[config.mk]
export PLATFORM = sky130hd
export DESIGN_NAME = boolean_propose
export DESIGN_NICKNAME = d
export VERILOG_FILES = /design/src/rtl/boolean_propose.sv
export SDC_FILE = /design/constraint.sdc
export NUM_CORES = 1
export LEC_CHECK = 0
export CAP_MARGIN = 20
export CORE_AREA = 4 4 41 43
export CTS_CLUSTER_SIZE = 8
export DETAILED_ROUTE_END_ITERATION = 10
export DIE_AREA = 0 0 45 47
export PLACE_DENSITY = 0.51
export SYNTH_ARGS = -nofsm -noshare
export SYNTH_HDL_FRONTEND = slang
export SYNTH_SLANG_ARGS = --single-unit
[constraint.sdc]
create_clock -name in_clock -period 2.3 [get_ports in_clock]
set_clock_uncertainty 0.1 [all_clocks]
set_input_delay 0.46 -clock in_clock [delete_from_list [all_inputs] [get_ports in_clock]]
set_output_delay 0.46 -clock in_clock [all_outputs]
set_load 0.05 [all_outputs]
[src/rtl/boolean_propose.sv]
// Boolean-variable proposal stage: registers the current assignment with exactly
// one selected variable inverted, plus a one-cycle valid strobe per proposal.
module boolean_propose #(
  parameter int unsigned MAX_BIT_WIDTH_OF_VARIABLES_INDEX = 2
) (
  input  logic                                        in_clock,
  input  logic                                        in_reset,
  input  logic                                        in_enable,
  input  logic [(2**MAX_BIT_WIDTH_OF_VARIABLES_INDEX)-1:0] in_current_assignment_boolean,
  input  logic [MAX_BIT_WIDTH_OF_VARIABLES_INDEX-1:0] in_variable_to_be_changed_index,
  output logic [(2**MAX_BIT_WIDTH_OF_VARIABLES_INDEX)-1:0] out_new_assignment_Boolean,
  output logic                                        out_valid
);

  localparam int unsigned IdxW   = MAX_BIT_WIDTH_OF_VARIABLES_INDEX;
  localparam int unsigned NumVar = 2 ** IdxW;

  logic [NumVar-1:0] flip_mask;
  logic [NumVar-1:0] proposal_d;
  logic [NumVar-1:0] proposal_q;
  logic              valid_q;

  // One-hot decode of the selected index; the index width covers every variable exactly.
  for (genvar k = 0; k < NumVar; k++) begin : g_decode
    assign flip_mask[k] = (in_variable_to_be_changed_index == IdxW'(k));
  end

  always_comb begin
    proposal_d = in_current_assignment_boolean ^ flip_mask;
  end

  always_ff @(posedge in_clock) begin
    if (in_reset) begin
      proposal_q <= '0;
      valid_q    <= 1'b0;
    end else if (in_enable) begin
      proposal_q <= proposal_d;
      valid_q    <= 1'b1;
    end else begin
      valid_q    <= 1'b0;
    end
  end

  assign out_new_assignment_Boolean = proposal_q;
  assign out_valid                  = valid_q;

endmodule

Word level (Yosys, flattened, before mapping)

Cells that the tools add are included.

Register bits after elaboration: 5
Input port bits: 9

Bitwise operators: 1
Eq/ne operators: 3
Muxes and demuxes: 1
Reduce and logical (&&, ||, !) cells: 1

Operators with widths:

| kind               | count |
|---|---|
| $eq 2x2->1 const B | 2 |
| $xor 4x4->4        | 1 |
| $eq 2x1->1 const B | 1 |
| $logic_not 2->1    | 1 |
| $mux 1             | 1 |

Depth between registers and ports, before layout

Gate-level depths: netlist of run 1.

Depth after elaboration: 2
Depth in mapped cells: 3
Gate-level depth less buffers: 2

Least setup slack after synthesis of run 1

No wires, ideal clock.

Path type: input-to-reg
Start point: input in_enable
End point: register proposal_q[2] (netlist: out_new_assignment_Boolean[2])
Cell stages on the path: 3
Setup time: 0.103 ns
Data arrival time: 1.109 ns
Slack: 0.987 ns
Cell sequence: buf_4 -> and4b_2 -> a2111oi_2

RTL lines:

| what                 | RTL line | RTL |
|---|---|---|
| start, declared      | 8        | `input logic in_enable,` |
| end signal, assigned | 37       | `proposal_q <= proposal_d;` |
| end, declared        | 20       | `logic [NumVar-1:0] proposal_q;` |

Worst setup path after layout of run 1

Start point: register proposal_q[0] (netlist: out_new_assignment_Boolean[0])
End point: output out_new_assignment_Boolean[0]

RTL lines:

| what          | RTL line | RTL |
|---|---|---|
| end, declared | 11       | `output logic [(2**MAX_BIT_WIDTH_OF_VARIABLES_INDEX)-1:0] out_new_assignment_Boolean,` |

No word-level cell between the ends.

==> impl_metrics.py, run 1 <==
metrics = {
    "place": {
        "pre_cts_ws_ps": 418,
        "dp_hpwl_um": 510,
        "finalWeightedCongestion": 0.667,
        "placedCellCount": 52,
        "io_buffers": 13,
        "dpl_cell_area_um2": 397,
    },
    "timing": {
        "setup_slack_ps": 352,
        "slew-limit-headroom": 0.659,
        "layout_min_cycle_time_ps": 1950,
        "fmax_ghz": 0.513,
        "hold_violations": 0,
        "hold_ws_ps": 388,
        "finalSetupTns_ps": 0,
        "fin_crit_sh": 0.847,
        "slew_violations": 0,
        "setup_viol": 0,
        "tightest_slew_ps": 510,
        "rsz0062_at_grt": "false",
    },
    "critical_path": {
        "crit_type": "flip-flop to output pin",
        "worst_setup_path_end_kind": "output pin",
        "arrival_ps": 1390,
        "crit_chain": "clkdlybuf4s50_1",
        "startpoint_type": "flip-flop",
        "slowest_stage": "clkdlybuf4s50_1",
        "cp_max_fo": 2,
        "critical_path_buf_inv_count": 1,
        "cp_top_family": "buffers and inverters",
        "slowest_delay_ps": 820,
        "cp_data_required_time_ps": 1740,
    },
    "cts": {
        "numClockSinks": 5,
        "cts_resized": 0,
        "clk_latency_ps": 240,
        "post-cts-setup-buffers": 0,
        "numCtsBuffers": 3,
        "cts_root_buf": "clkbuf_4",
        "cts.htree.levels": 1,
        "holdBufCountCts": 0,
        "clk_pin_slew_ps": 50,
        "cts_tree": "built",
        "cts_buffer_depth": 2,
    },
    "route": {
        "drt_first_pass_iters": 2,
        "wirelength_um": 615,
        "vias": 253,
        "drc": 0,
        "routedWlPerCell_um": 11.0,
        "final_antenna_net_count": 0,
        "viasPerCell": 4.52,
        "drt_iter0_drc": 1,
    },
    "layout": {
        "syn_to_final_growth_pct": 65.7,
        "antenna_cells": 0,
        "drive_above_1_share": 0.195,
        "finalNonFillerCells": 56,
        "nets": 51,
        "fin_util": 0.325,
        "final_cell_area_um2": 423,
    },
    "floorplanning": {
        "coreArea_mm2": 0.00130,
        "ios": 14,
        "die_h_um": 47,
        "dieArea_mm2": 0.00212,
        "row_count": 13,
        "start_util": 0.196,
        "fp.dieW_um": 45,
    },
    "power": {
        "p_leak_nw": 0.152,
        "total_power_mw": 0.269,
        "power_density_mw_per_mm2": 636,
        "max-vdd-ir-drop_v": 0.000260,
    },
    "hold_path": {
        "hold_class": "flip-flop to flip-flop",
    },
    "grt": {
        "grtUsageTotal": 0.0679,
        "antenna_found_initial": 0,
        "grt_pass1_wl_um": 1030,
        "grt.overflow.total": 0,
        "grt_pass1_vias": 257,
        "grt_max_degree": 12,
    },
    "logic_synthesis": {
        "syn-cell-area_um2": 255,
        "synthDistinctLibCells": 12,
        "ys_ff_latch": 5,
        "async_reset_ff_frac": 0,
        "synth_most_common_cell": "dfxtp_1",
        "synth_top_area_cell": "dfxtp_1",
        "synth.top_cell.area_share": 0.392,
        "synth-edff-count": 0,
        "syn_nets": 34,
        "postSynthAreaPerCell_um2": 10.2,
        "netlist_instances": 25,
        "synth_area_leaders": "dfxtp_1, a2111oi_2, and4b_2, nor2b_1, a311oi_1",
        "synthTopCellsByCount": "dfxtp_1, nor2_1, nor2b_1",
        "synth_seq_area_share": 0.392,
        "yosysWarnings": 0,
        "synthFlopType": "dfxtp_1",
    },
    "run_status": {
        "status": "complete, no violations",
    },
    "flow_run": {
        "cap_violations": 0,
    },
}
-- registers in the layout, summed over array words and instances, names as in the netlist --
| register | flops |
|---|---|
| out_new_assignment_Boolean | 4 |
| out_valid | 1 |
-- tightest hold or removal path: cells and delay by family, from the launching register on --
| kind | cells | cell delay [ps] |
|---|---|---|
| and+or+nand+nor | 1 | 80 |
| DFF | 1 | 300 |
| AOI/OAI and AO/OA | 1 | 50 |
-- per-layer routing --
metal  vias up  GRT usage  part of all wire  wire length (um)
li1        127          -                 -                 -
met1       117     0.0659              0.40               249
met2         7      0.116              0.53               329
met3         2     0.0268             0.047                29
met4         0     0.0526             0.011                 7
met5         -          0                 0                 0
-- kinds of logic after synthesis --
logic type,synth area share
simple gates,0.333
compound gates,0.245
flops,0.392
buf+inv,0.0294
-- power breakdown --
part | switching, mW | leakage (nW) | internal, mW | total (mW)
Sequential | 0.00280 | 0.0416 | 0.0932 | 0.0960
Combinational | 0.0388 | 0.0958 | 0.0319 | 0.0707
Clock | 0.0365 | 0.0150 | 0.0656 | 0.102
-- area by class of cell --
| cell class | instances | area, um^2 |
|---|---|---|
| clock buffers | 4 | 26.3 |
| well taps | 15 | 18.8 |
| multi-input cells | 19 | 148 |
| fillers | 146 | 878 |
| flip-flops and latches | 5 | 100 |
| repair buffers | 13 | 130 |
-- cell usage in the layout (no fill, tap or decap), drive strengths merged --
cell type	n
and4b	2
or3	1
nor2b	3
nand3b	1
clkdlybuf4s50	13
clkbuf	4
a2111oi	2
or2b	2
o21ai	1
a21bo	1
nor2	4
a311oi	2
dfxtp	5
-- worst paths after layout --
kind / start / end / slack, ps / cells after the start
worst max register to register: out_new_assignment_Boolean[1] / out_new_assignment_Boolean[1] / 1450 / 2
worst max-delay path: out_new_assignment_Boolean[0] / out_new_assignment_Boolean[0] / 350 / 1
worst min register to register: out_new_assignment_Boolean[3] / out_new_assignment_Boolean[3] / 390 / 2
worst min-delay path: out_new_assignment_Boolean[3] / out_new_assignment_Boolean[3] / 390 / 2
(Power assumes the default switching activity.)
==> inputs of run 2 (changes only) <==
==> constraint.sdc (replaced) <==
create_clock -name in_clock -period 1.8 [get_ports in_clock]
set_clock_uncertainty 0.1 [all_clocks]
set_input_delay 0.36 -clock in_clock [delete_from_list [all_inputs] [get_ports in_clock]]
set_output_delay 0.36 -clock in_clock [all_outputs]
set_load 0.05 [all_outputs]
==> impl_metrics.py, run 2 (synthesis gave the netlist of run 1 again) <==
metrics = {
    "route": {
        "top_layer": "met3",
        "wirelength_um": 614,
        "drt_first_pass_iters": 4,
        "viasPerCell": 4.44,
        "routedWlPerCell_um": 10.8,
        "wl_met1_um": 245,
        "vias": 253,
        "wl_met3_um": 38,
        "dr_wl_met2_um": 330,
        "drt_iter0_drc": 2,
        "drc": 0,
        "final_antenna_net_count": 0,
    },
    "critical_path": {
        "crit_type": "primary input to flip-flop",
        "worst_setup_path_end_kind": "flip-flop",
        "slowest_stage": "clkdlybuf4s50_1",
        "arrival_ps": 1560,
        "cp_data_required_time_ps": 1830,
        "slowest_delay_ps": 550,
        "crit_chain": "clkdlybuf4s50_1, and4b_2, a2111oi_2",
        "startpoint_type": "primary input",
        "r2r_slack_ps": 930,
        "cp_max_fo": 9,
    },
    "layout": {
        "final_cell_area_um2": 418,
        "fin_util": 0.321,
        "largest_reg_flops": 4,
        "fillers": 147,
        "nets": 52,
        "final_common_cell": "clkdlybuf4s50_1",
        "drive_above_1_share": 0.333,
        "seqCellArea_um2": 100,
        "final_cell_mix": "clkdlybuf4s50_1, buf_4, dfxtp_1",
        "finalNonFillerCells": 57,
        "syn_to_final_growth_pct": 63.7,
        "antenna_cells": 0,
        "multi_input_area_um2": 148,
    },
    "cts": {
        "cts_resized": 0,
        "numCtsBuffers": 3,
        "cts_buffer_depth": 2,
        "clk_latency_ps": 240,
        "numClockSinks": 5,
        "clk_pin_slew_ps": 40,
        "cts_root_buf": "clkbuf_4",
        "cts_tree": "built",
        "cts.htree.levels": 1,
        "post-cts-setup-buffers": 0,
        "holdBufCountCts": 0,
    },
    "power": {
        "max-vdd-ir-drop_v": 0.000283,
        "power_density_mw_per_mm2": 812,
        "p_leak_nw": 0.165,
    },
    "timing": {
        "slew_violations": 0,
        "rsz0062_at_grt": "false",
        "setup_viol": 0,
        "fmax_ghz": 0.653,
        "hold_violations": 0,
        "slew-limit-headroom": 0.807,
        "hold_ws_ps": 384,
        "fin_crit_sh": 0.851,
        "layout_min_cycle_time_ps": 1530,
        "finalSetupTns_ps": 0,
        "tightest_slew_ps": 288,
    },
    "flow_run": {
        "cap_violations": 0,
    },
    "floorplanning": {
        "die_h_um": 47,
        "coreArea_mm2": 0.00130,
        "row_count": 13,
        "dieArea_mm2": 0.00212,
        "start_util": 0.196,
        "ios": 14,
        "fp.dieW_um": 45,
    },
    "grt": {
        "grt.overflow.total": 0,
        "antenna_found_initial": 0,
        "grtUsageTotal": 0.0663,
        "grt_pass1_vias": 243,
        "grt_max_degree": 10,
        "grt_pass1_wl_um": 952,
    },
    "place": {
        "finalWeightedCongestion": 0.678,
        "placedCellCount": 53,
        "dpl_cell_area_um2": 392,
        "dp_hpwl_um": 486,
        "io_buffers": 13,
    },
    "run_status": {
        "status": "complete, no violations",
    },
    "hold_path": {
        "hold_class": "flip-flop to flip-flop",
    },
}
run 2: cell types whose count changed in the layout (fill, tap and decap cells not counted), sizes merged:
cell | previous run | this run
buf | 0 | 6
clkdlybuf4s50 | 13 | 8
run 2: final timing paths:
path,startpoint,endpoint,depth (start not counted)
worst max-delay path,in_enable,out_new_assignment_Boolean[1],3
worst min-delay path,out_new_assignment_Boolean[3],out_new_assignment_Boolean[3],2
worst max register to register,out_new_assignment_Boolean[1],out_new_assignment_Boolean[1],2
worst min register to register,out_new_assignment_Boolean[3],out_new_assignment_Boolean[3],2
run 2: area by class of cell:
cell class | instances | area share
tap | 15 | 0.0449
clock buffer | 4 | 0.0629
timing repair buffer | 14 | 0.299
multi-input combinational | 19 | 0.353
sequential | 5 | 0.240
run 2: power by group:
| group | switching, mW | leakage, nW | internal, mW |
|---|---|---|---|
| sequential | 0.00348 | 0.0416 | 0.119 |
| combinational | 0.0497 | 0.108 | 0.0394 |
| clock | 0.0439 | 0.0150 | 0.0837 |
| total | 0.0971 | 0.165 | 0.242 |
run 2: through the flow:
| stage | worst slack, ps | total power, mW |
|---|---|---|
| 2_1_floorplan | 587 | 0.175 |
| 3_3_place_gp | 78.1 | 0.213 |
| 3_5_place_dp | 47.2 | 0.214 |
| 4_1_cts | 282 | 0.347 |
| 5_1_grt | 172 | 0.360 |
| 6_report | 269 | 0.339 |
run 2: worst max-delay path, delay by kind of cell:
family	cells	cell delay [ps]
AO/OA/AOI/OAI	1	330
buffers and inverters	1	550
AND/OR/NAND/NOR	1	320
run 2: layer usage:
| layer | vias to the layer above | global-route usage |
|---|---|---|
| met5 | - | 0 |
| met4 | 0 | 0.0702 |
| met3 | 0 | 0.0230 |
| met2 | 7 | 0.110 |
| met1 | 115 | 0.0612 |
| li1 | 131 | - |
==> inputs of run 3 (changes only) <==
==> constraint.sdc (replaced) <==
create_clock -name in_clock -period 1.65 [get_ports in_clock]
set_clock_uncertainty 0.1 [all_clocks]
set_input_delay 0.33 -clock in_clock [delete_from_list [all_inputs] [get_ports in_clock]]
set_output_delay 0.33 -clock in_clock [all_outputs]
set_load 0.05 [all_outputs]
==> impl_metrics.py, run 3 (synthesis gave the netlist of run 1 again) <==
metrics = {
    "run_status": {
        "status": "complete, no violations",
    },
    "floorplanning": {
        "start_util": 0.196,
        "ios": 14,
        "fp.dieW_um": 45,
        "die_h_um": 47,
        "dieArea_mm2": 0.00212,
        "row_count": 13,
        "coreArea_mm2": 0.00130,
    },
    "place": {
        "dp_hpwl_um": 556,
        "io_buffers": 13,
        "dpl_cell_area_um2": 457,
        "finalWeightedCongestion": 0.707,
    },
    "cts": {
        "numCtsBuffers": 3,
        "cts_resized": 0,
        "clk_pin_slew_ps": 40,
        "holdBufCountCts": 0,
        "cts_buffer_depth": 2,
        "cts.htree.levels": 1,
        "numClockSinks": 5,
        "cts_tree": "built",
        "cts_root_buf": "clkbuf_4",
        "post-cts-setup-buffers": 0,
        "clk_latency_ps": 240,
    },
    "power": {
        "power.share.clock": 0.353,
        "p_switching_mw": 0.111,
        "p_comb_frac": 0.299,
        "power_density_mw_per_mm2": 820,
        "p_leak_nw": 0.189,
        "power.internal_mw": 0.285,
        "swShare": 0.280,
        "max-vdd-ir-drop_v": 0.000437,
        "seq_power_share": 0.348,
        "total_power_mw": 0.396,
    },
    "grt": {
        "grt_pass1_wl_um": 1150,
        "grt_pass1_vias": 287,
        "grt_max_degree": 8,
        "grtUsageTotal": 0.0797,
        "antenna_found_initial": 0,
        "grt.overflow.total": 0,
    },
    "critical_path": {
        "r2r_slack_ps": 750,
        "crit_type": "primary input to flip-flop",
        "worst_setup_path_end_kind": "flip-flop",
        "slowest_delay_ps": 550,
        "r2r-start": "out_new_assignment_Boolean[1]",
        "cp_data_required_time_ps": 1690,
        "critical_path_buf_inv_count": 1,
        "timing.rr.end": "out_new_assignment_Boolean[1]",
        "startpoint_type": "primary input",
        "crit_chain": "clkdlybuf4s50_1, and4b_2, a2111oi_2",
        "cp_max_fo": 6,
        "arrival_ps": 1440,
        "cp_top_family": "buffers and inverters",
        "reg2reg_depth": 2,
        "slowest_stage": "clkdlybuf4s50_1",
    },
    "route": {
        "vias": 255,
        "viasPerCell": 4.32,
        "wirelength_um": 645,
        "drt_iter0_drc": 0,
        "drc": 0,
        "final_antenna_net_count": 0,
        "routedWlPerCell_um": 10.9,
        "drt_first_pass_iters": 1,
    },
    "timing": {
        "hold_violations": 0,
        "slew_violations": 0,
        "tightest_slew_ps": 253,
        "hold_ws_ps": 423,
        "fmax_ghz": 0.711,
        "setup_viol": 0,
        "layout_min_cycle_time_ps": 1410,
        "fin_crit_sh": 0.852,
        "slew-limit-headroom": 0.831,
        "rsz0062_at_grt": "false",
    },
    "layout": {
        "antenna_cells": 0,
        "syn_to_final_growth_pct": 89.2,
        "fillers": 141,
        "final_cell_mix": "clkdlybuf4s50_1, dfxtp_1, nor2_1, buf_12, buf_4",
        "fin_util": 0.371,
        "final_cell_area_um2": 483,
        "drive_above_1_share": 0.364,
        "largest_reg_flops": 4,
        "nets": 54,
        "final_common_cell": "clkdlybuf4s50_1",
    },
    "hold_path": {
        "holdPathEnd": "out_new_assignment_Boolean[0]",
        "hp-start": "out_new_assignment_Boolean[0]",
        "hold_class": "flip-flop to flip-flop",
        "worstHoldPathCells": 2,
    },
    "flow_run": {
        "cap_violations": 0,
    },
}
[run 3: cell count changes in the layout (fill, tap and decap cells not counted)]
cell / before / now
buf_4: 6 / 4
buf_12: 0 / 4
[run 3: layout make-up]
class | instances | area (um^2) | share of cell area
clock buffer | 4 | 26.3 | 0.0544
multi-input combinational | 19 | 148 | 0.306
sequential | 5 | 100 | 0.207
tap | 15 | 18.8 | 0.0389
timing repair buffer | 16 | 190 | 0.394
[run 3: worst max-delay path by stage]
stage          slack [ps]                            end                                from  cells after the start
2_1_floorplan         460  out_new_assignment_Boolean[1]       out_new_assignment_Boolean[1]                      2
3_5_place_dp          -20  out_new_assignment_Boolean[1]                           in_enable                      3
6_report              240  out_new_assignment_Boolean[2]  in_variable_to_be_changed_index[0]                      3
5_1_grt               140  out_new_assignment_Boolean[3]  in_variable_to_be_changed_index[0]                      4
3_3_place_gp           20  out_new_assignment_Boolean[2]  in_variable_to_be_changed_index[0]                      3
4_1_cts               230  out_new_assignment_Boolean[0]  in_variable_to_be_changed_index[1]                      3
[run 3: power groups by stage]
stage          Sequential [mW]  Combinational (mW)  Clock, mW
5_1_grt                  0.139               0.125      0.159
2_1_floorplan            0.166              0.0249          0
4_1_cts                  0.138               0.120      0.148
6_report                 0.138               0.118      0.140
3_3_place_gp             0.140               0.118          0
3_5_place_dp             0.140               0.120          0
[run 3: worst register-to-register path, cell delays in order (launching register included)]
cell and delay [ps]:
dfxtp_1 370, nor2_1 70, a2111oi_2 260
[run 3: per-stage QoR]
step           setup TNS (ps)  instances  setup slack (ps)
2_1_floorplan               0         25               464
3_3_place_gp                0         55              16.1
3_5_place_dp            -32.2         55             -19.0
4_1_cts                     0         59               232
5_1_grt                     0         59               137
6_report                    0         59               244
[run 3: metal layers]
layer,GRT usage,routed length (um),vias up
met5,0,0,-
met4,0.0877,0,0
met3,0.0268,36,0
met2,0.124,367,7
met1,0.0794,241,114
li1,-,-,134
